===== config.mk =====
export PLATFORM = sky130hd
export DESIGN_NAME = fpu_issue_ctrl
export DESIGN_NICKNAME = d
export VERILOG_FILES = /design/src/rtl/fpu_pkg.sv /design/src/rtl/fpu_instr_decode.sv /design/src/rtl/fpu_issue_ctrl.sv
export SDC_FILE = /design/constraint.sdc
export NUM_CORES = 1
export LEC_CHECK = 0
export CAP_MARGIN = 5
export CORE_UTILIZATION = 36
export DETAILED_ROUTE_END_ITERATION = 10
export GPL_TIMING_DRIVEN = 0
export PLACE_DENSITY = 0.75
export SYNTH_ARGS = -nofsm -noshare
export SYNTH_HDL_FRONTEND = slang
export SYNTH_SLANG_ARGS = --single-unit

===== constraint.sdc =====
create_clock -name clk -period 2.3 [get_ports clk]
set_clock_uncertainty 0.1 [all_clocks]
set_input_delay 0.46 -clock clk [delete_from_list [all_inputs] [get_ports clk]]
set_output_delay 0.46 -clock clk [all_outputs]
set_load 0.005 [all_outputs]

===== src/rtl/fpu_pkg.sv =====
// Shared types and constants for the FP32 issue controller.
package fpu_pkg;

  // Default timing of the attached execution units.
  localparam int MUL_LAT_DEF     = 3;
  localparam int ADD_LAT_DEF     = 2;
  localparam int DIV_TIMEOUT_DEF = 64;
  localparam int CNT_W_DEF       = 7;

  // Unit mode encoding driven onto fpu_mode.
  typedef enum logic [2:0] {
    MODE_MUL  = 3'b000,
    MODE_ADD  = 3'b001,
    MODE_SUB  = 3'b010,
    MODE_DIV  = 3'b011,
    MODE_NONE = 3'b111
  } fpu_mode_t;

  // Writeback status codes.
  typedef enum logic [1:0] {
    EXC_OK          = 2'b00,
    EXC_ILLEGAL     = 2'b01,
    EXC_DIV_TIMEOUT = 2'b10
  } fpu_exc_t;

  // Controller states.
  typedef enum logic [1:0] {
    ST_IDLE = 2'b00,
    ST_EXEC = 2'b01,
    ST_DONE = 2'b10
  } fpu_state_t;

  localparam logic [6:0] OPCODE_OP_FP  = 7'b1010011;
  localparam logic [6:0] FUNCT7_FADD   = 7'b0000000;
  localparam logic [6:0] FUNCT7_FSUB   = 7'b0000100;
  localparam logic [6:0] FUNCT7_FMUL   = 7'b0001000;
  localparam logic [6:0] FUNCT7_FDIV   = 7'b0001100;
  localparam logic [5:0] DIV_DONE_FLAG = 6'd15;

endpackage


===== src/rtl/fpu_instr_decode.sv =====
// Combinational OP-FP decoder: instruction word to unit mode, rd and illegal flag.
module fpu_instr_decode
  import fpu_pkg::*;
(
  input  logic [31:0] instr,
  output fpu_mode_t   mode,
  output logic [4:0]  rd,
  output logic        illegal
);

  // Register-source and rounding-mode fields play no part in unit selection.
  logic unused_fields;
  assign unused_fields = ^instr[24:12];

  assign rd = instr[11:7];

  // Map funct7 onto a unit mode; anything unrecognised or off-opcode is illegal.
  always_comb begin
    mode    = MODE_NONE;
    illegal = 1'b1;
    if (instr[6:0] == OPCODE_OP_FP) begin
      illegal = 1'b0;
      case (instr[31:25])
        FUNCT7_FADD: mode = MODE_ADD;
        FUNCT7_FSUB: mode = MODE_SUB;
        FUNCT7_FMUL: mode = MODE_MUL;
        FUNCT7_FDIV: mode = MODE_DIV;
        default:     illegal = 1'b1;
      endcase
    end
  end

endmodule


===== src/rtl/fpu_issue_ctrl.sv =====
// Single-issue front end for the FP32 unit: accept, hold operands, capture, write back.
module fpu_issue_ctrl
  import fpu_pkg::*;
#(
  parameter int MUL_LAT     = MUL_LAT_DEF,
  parameter int ADD_LAT     = ADD_LAT_DEF,
  parameter int DIV_TIMEOUT = DIV_TIMEOUT_DEF,
  parameter int CNT_W       = CNT_W_DEF
) (
  input  logic        clk,
  input  logic        rst,
  input  logic        in_valid,
  output logic        in_ready,
  input  logic [31:0] instr,
  input  logic [31:0] rs1_val,
  input  logic [31:0] rs2_val,
  output logic [2:0]  fpu_mode,
  output logic [31:0] fpu_a,
  output logic [31:0] fpu_b,
  input  logic [31:0] fpu_result,
  input  logic [5:0]  fpu_div_flag,
  output logic        out_valid,
  input  logic        out_ready,
  output logic [4:0]  out_rd,
  output logic [31:0] out_data,
  output logic [1:0]  out_exc
);

  localparam logic [CNT_W-1:0] MUL_LAST = CNT_W'(MUL_LAT - 1);
  localparam logic [CNT_W-1:0] ADD_LAST = CNT_W'(ADD_LAT - 1);
  localparam logic [CNT_W-1:0] DIV_LAST = CNT_W'(DIV_TIMEOUT - 1);

  fpu_state_t       state, state_next;
  logic [CNT_W-1:0] cnt, cnt_next;
  fpu_mode_t        mode_q;
  logic [31:0]      a_q, b_q, data_q;
  logic [4:0]       rd_q;
  fpu_exc_t         exc_q;

  fpu_mode_t        dec_mode;
  logic [4:0]       dec_rd;
  logic             dec_illegal;

  logic             accept;
  logic             finish_ok;
  logic             finish_timeout;

  fpu_instr_decode u_decode (
    .instr   (instr),
    .mode    (dec_mode),
    .rd      (dec_rd),
    .illegal (dec_illegal)
  );

  // Next-state, completion detection and handshake outputs; mode is forced to NONE outside EXEC.
  always_comb begin
    state_next     = state;
    cnt_next       = cnt;
    accept         = 1'b0;
    finish_ok      = 1'b0;
    finish_timeout = 1'b0;
    in_ready       = 1'b0;
    out_valid      = 1'b0;
    fpu_mode       = MODE_NONE;
    case (state)
      ST_IDLE: begin
        in_ready = 1'b1;
        if (in_valid) begin
          accept     = 1'b1;
          cnt_next   = '0;
          state_next = dec_illegal ? ST_DONE : ST_EXEC;
        end
      end
      ST_EXEC: begin
        fpu_mode = mode_q;
        cnt_next = cnt + 1'b1;
        case (mode_q)
          MODE_MUL: finish_ok = (cnt == MUL_LAST);
          MODE_ADD,
          MODE_SUB: finish_ok = (cnt == ADD_LAST);
          MODE_DIV: begin
            if ((cnt != '0) && (fpu_div_flag == DIV_DONE_FLAG)) begin
              finish_ok = 1'b1;
            end else if (cnt == DIV_LAST) begin
              finish_timeout = 1'b1;
            end
          end
          default: finish_ok = 1'b1;
        endcase
        if (finish_ok || finish_timeout) begin
          state_next = ST_DONE;
        end
      end
      ST_DONE: begin
        out_valid = 1'b1;
        if (out_ready) begin
          state_next = ST_IDLE;
        end
      end
      default: state_next = ST_IDLE;
    endcase
  end

  // State, counter, operand holding and result capture registers.
  always_ff @(posedge clk) begin
    if (rst) begin
      state  <= ST_IDLE;
      cnt    <= '0;
      mode_q <= MODE_NONE;
      a_q    <= '0;
      b_q    <= '0;
      rd_q   <= '0;
      data_q <= '0;
      exc_q  <= EXC_OK;
    end else begin
      state <= state_next;
      cnt   <= cnt_next;
      if (accept) begin
        rd_q <= dec_rd;
        if (dec_illegal) begin
          mode_q <= MODE_NONE;
          data_q <= '0;
          exc_q  <= EXC_ILLEGAL;
        end else begin
          mode_q <= dec_mode;
          a_q    <= rs1_val;
          b_q    <= rs2_val;
        end
      end
      if (finish_ok) begin
        data_q <= fpu_result;
        exc_q  <= EXC_OK;
      end else if (finish_timeout) begin
        data_q <= '0;
        exc_q  <= EXC_DIV_TIMEOUT;
      end
    end
  end

  assign fpu_a    = a_q;
  assign fpu_b    = b_q;
  assign out_rd   = rd_q;
  assign out_data = data_q;
  assign out_exc  = exc_q;

endmodule


# Word-level counts from Yosys, hierarchy flattened
# Index checks and enable logic that the tools add are counted.
# word_totals
wordCells,81
input_bits,138
output_inout_bits,108
ff_bits,115
# classes
eq_ne,16
addsub,1
n_mux,33
bitwise,1
reduce_logical,21
# op_table
cell,n
$mux 32,4
$eq 7x4->1 const B,2
$mux 1,14
$mux 2,7
$pmux 7 s2,1
$pmux 3 s4,1
$reduce_and 2->1,5
$mux 3,3
$add 7x1->7 const B,1
$eq 7x1->1 const B,1
$eq 7x2->1 const B,1
$eq 7x3->1 const B,1
$eq 7x6->1 const B,1
$eq 7x7->1 const B,1
$logic_not 7->1,1
$mux 7,1
$reduce_bool 7->1,1
$eq 3x2->1 const B,2
$eq 6x4->1 const B,1
$ne 2x2->1 const B,3
$pmux 2 s3,1
$reduce_bool 2->1,3
$reduce_bool 3->1,2
$reduce_or 2->1,2
12 further kinds,12

# Depth between registers and ports, before layout
# Gate-level depths: netlist of run 1.
# logic_depth
word_depth,8
mapped_depth,9
depth_no_buf,6

# By module
# A second synthesis of run 1 with hierarchy kept.
# hier_totals
hier_cells,532
hier_area_um2,4625.7
# by_module_without_submodules
mod,cells_each,area_each_um2,n_inst
fpu_issue_ctrl,519,4505.6,1
fpu_instr_decode,13,120.1,1

# Worst setup path before layout of run 1
# No wires, ideal clock.
# synth_timing
path_kind,reg2reg
start,reg cnt[5]
end,"reg data_q[23], in the netlist out_data[23]"
slack_ns,-0.179
t_required_ns,2.079
arrival_time_ns,2.258
n_path_buf,1
stages_incl_launch_ff,7
path_cell_list,dfxtp_1 > or4_1 > or3b_4 > a2111oi_4 > buf_6 > nor3_1 > mux2_2
# synth_via
elab_chain_len,8
word_cells_on_any_way,19
cone_classes,3 x eq/ne; 11 x mux; 5 x reduce/logical
# synth_rtl
element,line_no,text
from (decl),fpu_issue_ctrl.sv:34,"logic [CNT_W-1:0] cnt, cnt_next;"
from (signal assigned),fpu_issue_ctrl.sv:117,cnt <= cnt_next;
$reduce_bool 7->1 / $eq 7x6->1 (equally long branches),"fpu_issue_ctrl.sv:82, fpu_issue_ctrl.sv:84",
$logic_and 1x1->1 / $mux 1 (equally long branches),"fpu_issue_ctrl.sv:82, fpu_issue_ctrl.sv:84",
$mux 1,fpu_issue_ctrl.sv:82,if ((cnt != '0) && (fpu_div_flag == DIV_DONE_FLAG)) begin
$pmux 1 s3 / $mux 1 (equally long branches),fpu_issue_ctrl.sv:77,case (mode_q)
$mux 1 (2 in series),fpu_issue_ctrl.sv:65,case (state)
$reduce_bool 3->1 (no line) / $mux 32 (equally long branches),-,
$reduce_and 2->1 (no line) / $mux 32 (equally long branches),-,
to (signal assigned),fpu_issue_ctrl.sv:131,data_q <= fpu_result;
to (decl),fpu_issue_ctrl.sv:36,"logic [31:0] a_q, b_q, data_q;"
# Several ways; a longest one is shown, not always the timed one. The select of a mux whose other input is x is not followed.
# A chain may end at the register's enable or synchronous reset.

# Worst setup path after layout of run 1
# layout_timing
start,reg cnt[5]
end,"reg data_q[29], in the netlist out_data[29]"
# Same word-level chain as after synthesis.

==> flow_summary_export.csv, run 1 <==
group,metric,value,unit
run_status,outcome,"complete, but fails checks",
run_status,violations,"setup timing",
yosys,ys.flop_type,"dfxtp_1",
sta,max_slew_margin,60.40,%
sta,fin_ws,-0.1969,ns
yosys,syn_area,0.004801,sq mm
routing,routed_via_density,4.935,
final_layout,drive_gt1_share,13.73,%
floorplan,core,0.01282,sq mm
grt,grt_pass1_vias,5066,
grt,grt_usage,23.36,%
setup_path,cp_data_arrival_time,2.69,ns
setup_path,end_kind,"flip-flop",
clock_tree,path_clk_slew,0.05,ns
routing,drt-initial-drc-count,233,
floorplan,dieHeight,117.5,um
yosys,syn_nets,722,
floorplan,io_pins,246,
grt,grt_remaining_overflow,0,
setup_path,critPathKind,"reg -> reg",
pwr,power_frac_seq,41.6,%
pwr,p_per_area,592.6,mW/mm^2
clock_tree,cts_buffer_depth,2,
sta,fin_hold_ws,0.3532,ns
yosys,synth_cell_types,40,
routing,drt_pass1_iterations,4,
sta,report.final.slew_viol_count,0,
final_layout,layout_commonest_cell,"clkdlybuf4s50_1",
sta,setup_viol,34,
sta,timing.fmax,0.4005,GHz
sta,rsz0062_at_grt,"yes",
pwr,p_int,3.794,mW
grt,antenna_found_initial,0,
pwr,p_sw,1.034,mW
yosys,netlist.area_leader.share,47.95,%
final_layout,final_nets,979,
clock_tree,htree_levels,4,
pwr,ir_drop,0.4343,mV
yosys,synthCells,582,
final_layout,layout_common_cells,"clkdlybuf4s50_1 (229), nand2_1 (178), dfxtp_1 (110)",
pwr,p_leak,2.934,nW
floorplan,start_util,37.43,%
yosys,seq_area_frac_synth,47.95,%
setup_path,critPathRequiredTime,2.50,ns
place,portBuffers,231,
floorplan,dieArea,0.01380,sq mm
final_layout,post-route-util,63.53,%
setup_path,start_kind,"flip-flop",
yosys,synth-edff-count,0,
place,dp.cells,985,
pwr,clockPowerShare,50.6,%
routing,drc,0,
min_path,hp-class,"reg -> reg",
sta,post-route-period-util,108.6,%
routing,drt_wl_total,15.90,mm
place,place_hpwl,11.64,mm
routing,final_antenna_net_count,0,
grt,grt_pass1_wl,25.48,mm
final_layout,syn_to_final_growth,69.72,%
floorplan,rows,41,
clock_tree,clk_latency,0.41,ns
pwr,combPwrFrac,7.8,%
sta,tightest_slew,0.5895,ns
clock_tree,cts_buffers,17,
grt,grt_start_max_net_pins,17,
pwr,p_sw_share,21.42,%
floorplan,die_x,117.5,um
clock_tree,cts.sinks,115,
final_layout,insertedDiodeCount,0,
clock_tree,cts_tree,"built",
clock_tree,root_buffer,"clkbuf_16",
yosys,yosys.area.top_type,"dfxtp_1",
routing,wl_per_cell,15.53,um
sta,timing.setup.tns,-5.812,ns
yosys,ys_warn_count,0,
sta,hold_violations,0,
setup_path,r2r_setup_slack,-0.20,ns
yosys,synth-seq-cells,115,
routing,vias,5053,
place,routabilityCongestion,0.8365,
final_layout,final_cells,1024,
yosys,synthTopCellsByArea,"dfxtp_1 (48%), nand2_1 (14%), mux2_2 (8.2%), a21oi_1 (7.6%), nor2b_1 (4.7%)",
yosys,synthArstFlopShare,0,%
setup_path,cp_max_fo,8,
flow_run,maxCapViolCount,0,
yosys,post_synth.cell_area_avg,8.249,sq um
sta,min_period,2.497,ns
[synth_stat cells, types with 2 or more instances]
cell and instances:
nand2_1 179, dfxtp_1 115, a21oi_1 73, nor2b_1 36, nor3_1 36, mux2_2 35
clkbuf_1 29, nor2_1 13, buf_6 6, inv_1 6, buf_1 5, nand2b_1 5
nand3_1 5, a22oi_1 4, a21o_1 2, buf_2 2, buf_4 2, ha_1 2
nor4b_1 2, nor4bb_1 2, o21bai_1 2, o22ai_1 2, or2_2 2
[worst paths after layout]
| check | from | end | cells past startpoint |
|---|---|---|---|
| hold / removal | fpu_a[31] | fpu_a[31] | 2 |
| setup / recovery | cnt[5] | out_data[29] | 7 |
| setup reg to reg | cnt[5] | out_data[29] | 7 |
| hold reg to reg | fpu_a[31] | fpu_a[31] | 2 |
[through the flow]
step / power (mW) / setup slack, ns / instance area (sq um)
2_1_floorplan: 2.146 / -0.1630 / 4812
3_3_place_gp: 2.403 / -0.7834 / 7340
3_5_place_dp: 2.410 / -0.8369 / 7340
4_1_cts: 4.861 / -0.2165 / 8036
5_1_grt: 5.017 / -0.2451 / 8148
6_report: 4.829 / -0.1969 / 8148
[registers in the layout, indices dropped and copies added (netlist names)]
signal / cells
out_data: 32
state: 2
cnt: 7
mode_q: 3
out_rd: 5
fpu_a: 32
fpu_b: 32
out_exc: 2
[layer usage]
metal	global-route usage, %	part of all wire, %	routed length, um	vias to the layer above
met1	24.64	38	6061	2379
li1	-	-	-	2447
met5	0	0	0	-
met3	7.897	6.0	948	44
met4	12.50	3.9	618	0
met2	40.94	52	8271	183
[cells by family after synthesis]
family,Yosys count,share of synthesized area [%]
AOI/OAI and AO/OA,93,11.42
xor gates and xnor gates,1,0.1825
adders and majority gates,2,0.5212
buffers and inverters,50,5.056
DFF,115,47.95
muxes,35,8.210
and+or+nand+nor,286,26.66
[cell type report]
class	instances	area, sq um
flip-flops and latches	115	2316
multi-input cells	417	2360
clock inverters	11	85.08
well taps	172	215.2
repair buffers	240	2424
fillers	1089	4677
inverters	6	22.52
clock buffers	21	470.5
plain buffers	42	255.2
[critical path: stages (launching register included)]
cell and delay (ns):
dfxtp_4 0.34, or4_4 0.54, or3b_4 0.42, a211o_1 0.26, o211a_1 0.13, buf_6 0.15
buf_12 0.14, mux2_4 0.29
[power by group through the flow]
| stage | Sequential (mW) | Combinational, mW | Clock, mW |
|---|---|---|---|
| final | 2.01 | 0.375 | 2.45 |
| after global routing | 2.01 | 0.405 | 2.60 |
| after CTS | 2.01 | 0.371 | 2.48 |
| after detailed placement | 2.05 | 0.359 | 0 |
| after global placement | 2.05 | 0.353 | 0 |
| after floorplan | 2.05 | 0.0964 | 0 |
[timing repair]
item | CTS | global route
endpoints found under the setup margin | 105 | 94
resized for setup | 32 | 28
hold buffers | 0 | 0
gates cloned | 1 | 2
setup buffers | 4 | 2
pin swaps | 3 | 5
(Power assumes the default switching activity.)
==> inputs of run 2 (changes only) <==
--- a/config.mk
+++ b/config.mk
@@ -6,6 +6,7 @@
 export NUM_CORES = 1
 export LEC_CHECK = 0
 export CAP_MARGIN = 5
+export CORE_ASPECT_RATIO = 0.9
 export CORE_UTILIZATION = 36
 export DETAILED_ROUTE_END_ITERATION = 10
 export GPL_TIMING_DRIVEN = 0
==> run 2 against run 1 <==
  * The run still ends with setup timing left
  * Non-clock buffer count unchanged
  * Sequential power hardly changed
  * Cell count down 0.88%
  * Combinational power barely moved
  * First-iteration DRC count down 3.0%
  * Fmax up 0.15%
  * Utilization up 0.10 points
  * Sequential share of layout area down 0.081 points
==> flow_summary_export.csv, run 2 (same netlist as run 1, synthesis figures left out) <==
group,metric,value,unit
setup_path,critPathKind,"reg -> reg",
min_path,hold_path_startpoint,"fpu_b[8]",
setup_path,start_kind,"flip-flop",
sta,hold_violations,0,
place,dp.cells,977,
final_layout,num-fill-cells,1081,
place,pre_cts_ws,-0.9842,ns
floorplan,die_x,123.7,um
pwr,p_per_area,598.5,mW/mm^2
sta,min_period,2.493,ns
setup_path,r2r_setup_slack,-0.19,ns
clock_tree,cts_tree,"built",
routing,drt-initial-drc-count,226,
flow_run,maxCapViolCount,0,
floorplan,dieHeight,111.6,um
setup_path,r2r_cells,7,
grt,antenna_found_initial,0,
pwr,power,4.888,mW
final_layout,layout_commonest_cell,"clkdlybuf4s50_1",
final_layout,final_nets,979,
routing,drt_wl_total,15.45,mm
grt,grt_remaining_overflow,0,
pwr,p_leak,2.957,nW
floorplan,start_util,37.41,%
clock_tree,cts_buffer_depth,2,
min_path,min_to,"fpu_b[8]",
setup_path,cp_data_arrival_time,2.69,ns
final_layout,layout_common_cells,"clkdlybuf4s50_1 (230), nand2_1 (178), dfxtp_1 (109)",
routing,routed_via_density,4.901,
clock_tree,cts.sinks,115,
sta,rsz0062_at_grt,"yes",
floorplan,io_pins,246,
clock_tree,path_clk_slew,0.05,ns
grt,grt_pass1_wl,24.18,mm
grt,grt_usage,22.91,%
min_path,holdPathStages,2,
setup_path,timing.rr.end,"out_data[16]",
routing,drt_pass1_iterations,4,
routing,vias,4975,
floorplan,core,0.01283,sq mm
setup_path,critPathRequiredTime,2.50,ns
final_layout,final_cells,1015,
sta,max_slew_margin,61.83,%
grt,grt_pass1_vias,5022,
final_layout,final-seq-area,0.002315,sq mm
routing,wl_per_cell,15.22,um
place,place_hpwl,11.35,mm
sta,fin_ws,-0.1931,ns
setup_path,cp_max_fo,10,
place,portBuffers,231,
clock_tree,cts_buffers,17,
clock_tree,htree_levels,4,
min_path,hp-class,"reg -> reg",
sta,timing.fmax,0.4011,GHz
setup_path,end_kind,"flip-flop",
sta,fin_hold_ws,0.3492,ns
pwr,ir_drop,0.4899,mV
clock_tree,root_buffer,"clkbuf_16",
sta,report.final.slew_viol_count,0,
routing,final_antenna_net_count,0,
grt,grt_start_max_net_pins,17,
place,routabilityCongestion,0.8152,
sta,post-route-period-util,108.4,%
final_layout,drive_gt1_share,14.10,%
run_status,violations,"setup timing",
sta,tightest_slew,0.5705,ns
final_layout,syn_to_final_growth,70.11,%
clock_tree,clk_latency,0.41,ns
sta,setup_viol,34,
routing,drc,0,
final_layout,multi_input_area,0.002394,sq mm
setup_path,r2r-start,"cnt[2]",
floorplan,rows,39,
clock_tree,hold_buffers,0,
final_layout,insertedDiodeCount,0,
floorplan,dieArea,0.01380,sq mm
run_status,outcome,"complete, but fails checks",
-- run 2: changes by cell type in the layout (fill, tap and decap cells not counted), sizes merged --
| cell | delta |
|---|---|
| dlymetal6s2s | -1 |
| clkinv | -5 |
| clkinvlp | -2 |
| clkbuf | +5 |
| clkdlybuf4s50 | +1 |
| buf | +1 |
-- run 2: metal layers --
metal / vias to the layer above / GRT usage (%) / part of all wire (%)
met2: 153 / 38.44 / 50
met3: 29 / 8.658 / 5.6
met1: 2345 / 25.99 / 42
li1: 2448 / - / -
met4: 0 / 8.835 / 2.2
met5: - / 0 / 0
-- run 2: worst max path at each step --
stage                        start  cells past startpoint  slack (ns)           end
after CTS                   cnt[2]                      7       -0.20  out_data[20]
after floorplan             cnt[5]                      6       -0.16  out_data[23]
after detailed placement  instr[1]                      9       -0.98     fpu_a[24]
final                       cnt[2]                      7       -0.19  out_data[16]
after global routing        cnt[2]                      7       -0.23  out_data[10]
after global placement    instr[1]                      9       -0.97     fpu_a[10]
-- run 2: what timing repair did --
| action | in CTS | in global routing |
|---|---|---|
| pin swaps | 7 | 3 |
| buffers inserted | 6 | 1 |
| endpoints found under the setup margin | 105 | 97 |
| resized for setup | 47 | 25 |
| gates cloned | 2 | 0 |
-- run 2: final cells by class --
class	count	share of cell area, %
Tap cell	164	2.513
Buffer	42	3.248
Clock inverter	4	0.5516
Clock buffer	27	6.404
Multi-Input combinational cell	417	29.31
Timing Repair Buffer	240	29.36
Inverter	6	0.2758
Sequential cell	115	28.34
-- run 2: metrics by stage --
| stage | TNS, ns | util, % | instance area [sq um] |
|---|---|---|---|
| after CTS | -6.243 | 63.26 | 8119 |
| final | -5.369 | 63.63 | 8167 |
| after global routing | -6.922 | 63.63 | 8167 |
| after detailed placement | -87.70 | 57.11 | 7330 |
| after global placement | -84.54 | 57.11 | 7330 |
| after floorplan | -4.678 | - | 4812 |
-- run 2: report_power, final --
part           internal, mW  total, mW  switching (mW)
Sequential             2.00       2.01         0.00681
Combinational         0.242      0.377           0.134
Clock                  1.64       2.50           0.859
Total                  3.89       4.89            1.00
-- run 2: worst max-delay path, stage by stage (launching register included) --
cell and delay (ns):
dfxtp_4 0.33, or4_4 0.54, or3b_4 0.42, a211o_1 0.28
o211a_1 0.13, buf_6 0.14, buf_8 0.15, mux2_4 0.29
==> inputs of run 3 (changes only) <==
--- a/config.mk
+++ b/config.mk
@@ -6,11 +6,9 @@
 export NUM_CORES = 1
 export LEC_CHECK = 0
 export CAP_MARGIN = 5
-export CORE_ASPECT_RATIO = 0.9
 export CORE_UTILIZATION = 36
 export DETAILED_ROUTE_END_ITERATION = 10
-export GPL_TIMING_DRIVEN = 0
-export PLACE_DENSITY = 0.75
+export PLACE_DENSITY = 0.85
 export SYNTH_ARGS = -nofsm -noshare
 export SYNTH_HDL_FRONTEND = slang
 export SYNTH_SLANG_ARGS = --single-unit
==> run 3 against run 2 <==
  * The run still ends with setup timing left
  * Via count shrank 3.6%
  * Design area is 0.40% lower
  * Critical path type unchanged
  * Non-clock buffer count decreased by 21
  * Largest power group unchanged
  * Sequential share of layout area grew 0.052 points
  * Cell count is 1.3% lower
  * Critical path depth fell by 1
  * First-iteration DRC count is 38% higher
  * Power grew 5.5%
  * Utilization down 0.21 points
  * Register-to-register slack barely moved
  * Clock-buffer cell count shrank 6
  * Highest routed layer unchanged
==> flow_summary_export.csv, run 3 (same netlist as run 1, synthesis figures left out) <==
group,metric,value,unit
routing,drc,0,
floorplan,die_x,117.5,um
sta,fin_hold_ws,0.3511,ns
pwr,power,5.155,mW
clock_tree,path_clk_slew,0.05,ns
floorplan,io_pins,246,
final_layout,layout_commonest_cell,"clkdlybuf4s50_1",
sta,timing.fmax,0.4014,GHz
final_layout,drive_gt1_share,13.49,%
sta,rsz0062_at_grt,"yes",
setup_path,path_delay_family,"simple AND/OR/NAND/NOR gates",
setup_path,critPathKind,"reg -> reg",
final_layout,final_nets,958,
setup_path,crit_chain,"or4_4 -> or3b_4 -> a2111oi_4 -> buf_12 -> nor3_1 -> mux2_2",
sta,setup_viol,33,
routing,drt-initial-drc-count,311,
setup_path,cp_num_buf_inv,1,
setup_path,cp_slowest_cell,"or4_4",
place,routabilityCongestion,0.7884,
sta,max_slew_margin,49.14,%
clock_tree,cts_buffer_depth,2,
pwr,p_leak,2.913,nW
clock_tree,cts_tree,"built",
routing,vias,4794,
sta,timing.setup.tns,-5.341,ns
sta,report.final.slew_viol_count,0,
run_status,violations,"setup timing",
final_layout,post-route-util,63.42,%
floorplan,dieArea,0.01380,sq mm
clock_tree,clk_latency,0.41,ns
sta,tightest_slew,0.7628,ns
final_layout,final-seq-area,0.002310,sq mm
sta,min_period,2.491,ns
setup_path,start_kind,"flip-flop",
final_layout,syn_to_final_growth,69.43,%
final_layout,num-fill-cells,1080,
routing,routed_via_density,4.784,
floorplan,core,0.01282,sq mm
final_layout,multi_input_area,0.002311,sq mm
final_layout,layout_common_cells,"clkdlybuf4s50_1 (231), nand2_1 (179), dfxtp_1 (111)",
place,place_hpwl,9.517,mm
clock_tree,root_buffer,"clkbuf_16",
sta,post-route-period-util,108.3,%
final_layout,insertedDiodeCount,0,
routing,drt_pass1_iterations,4,
grt,grt_pass1_vias,4625,
sta,fin_ws,-0.1912,ns
routing,final_antenna_net_count,0,
grt,grt_start_max_net_pins,74,
min_path,hp-class,"reg -> reg",
setup_path,cpPeakStageDelay,0.53,ns
setup_path,end_kind,"flip-flop",
routing,drt_wl_total,14.27,mm
floorplan,rows,41,
routing,wl_per_cell,14.24,um
flow_run,maxCapViolCount,0,
setup_path,critPathRequiredTime,2.49,ns
grt,grt_usage,20.71,%
grt,antenna_found_initial,0,
pwr,p_per_area,633.8,mW/mm^2
run_status,outcome,"complete, but fails checks",
floorplan,dieHeight,117.5,um
setup_path,cp_data_arrival_time,2.68,ns
clock_tree,cts_buffers,17,
grt,grt_pass1_wl,22.83,mm
place,portBuffers,232,
grt,grt_remaining_overflow,0,
setup_path,cp_max_fo,34,
clock_tree,htree_levels,4,
clock_tree,cts.sinks,115,
floorplan,start_util,37.43,%
sta,hold_violations,0,
pwr,ir_drop,0.5051,mV
[run 3: per-layer routing]
layer  share of wire (%)  routed length (um)  vias up  track usage, %
met4                 2.7                 384        0           10.10
met2                  51                7220      152           35.91
met5                   0                   0        -               0
li1                    -                   -     2407               -
met1                  41                5829     2209           22.96
met3                 5.8                 834       26           6.347
[run 3: metrics by stage]
stage                     instances  worst slack (ns)  cell area [sq um]
after detailed placement        968           -0.3519               7412
after global placement          968           -0.3278               7412
after global routing           1002           -0.2389               8134
after CTS                      1000           -0.1909               8048
final                          1002           -0.1912               8134
after floorplan                 582           -0.1630               4812
[run 3: worst paths after layout]
check	depth (start not counted)	slack, ns	endpoint	from
max	6	-0.19	out_data[22]	cnt[5]
min	2	0.35	fpu_b[29]	fpu_b[29]
max reg2reg	6	-0.19	out_data[22]	cnt[5]
min reg2reg	2	0.35	fpu_b[29]	fpu_b[29]
[run 3: power breakdown]
part	switching [mW]	total, mW	internal (mW)
sequential	0.00651	2.01	2.00
clock	0.895	2.78	1.88
combinational	0.121	0.369	0.248
[run 3: layout make-up]
type,count,area share [%]
clock buffer,21,5.784
clock inverter,10,1.907
inverter,6,0.2769
multi-input combinational,417,28.41
sequential,115,28.40
tap,172,2.646
timing repair buffer,261,32.58
[run 3: worst min-delay path, stage by stage (launching register included)]
cell	delay [ns]
dfxtp_1	0.30
nand2_1	0.05
a21oi_1	0.05
[run 3: repair_timing]
item,4_1_cts,5_1_grt
buffers inserted,1,0
gates resized for setup,2,12
pin swaps,0,0
gates cloned,0,2
setup endpoints to repair,37,102
hold buffers,0,0
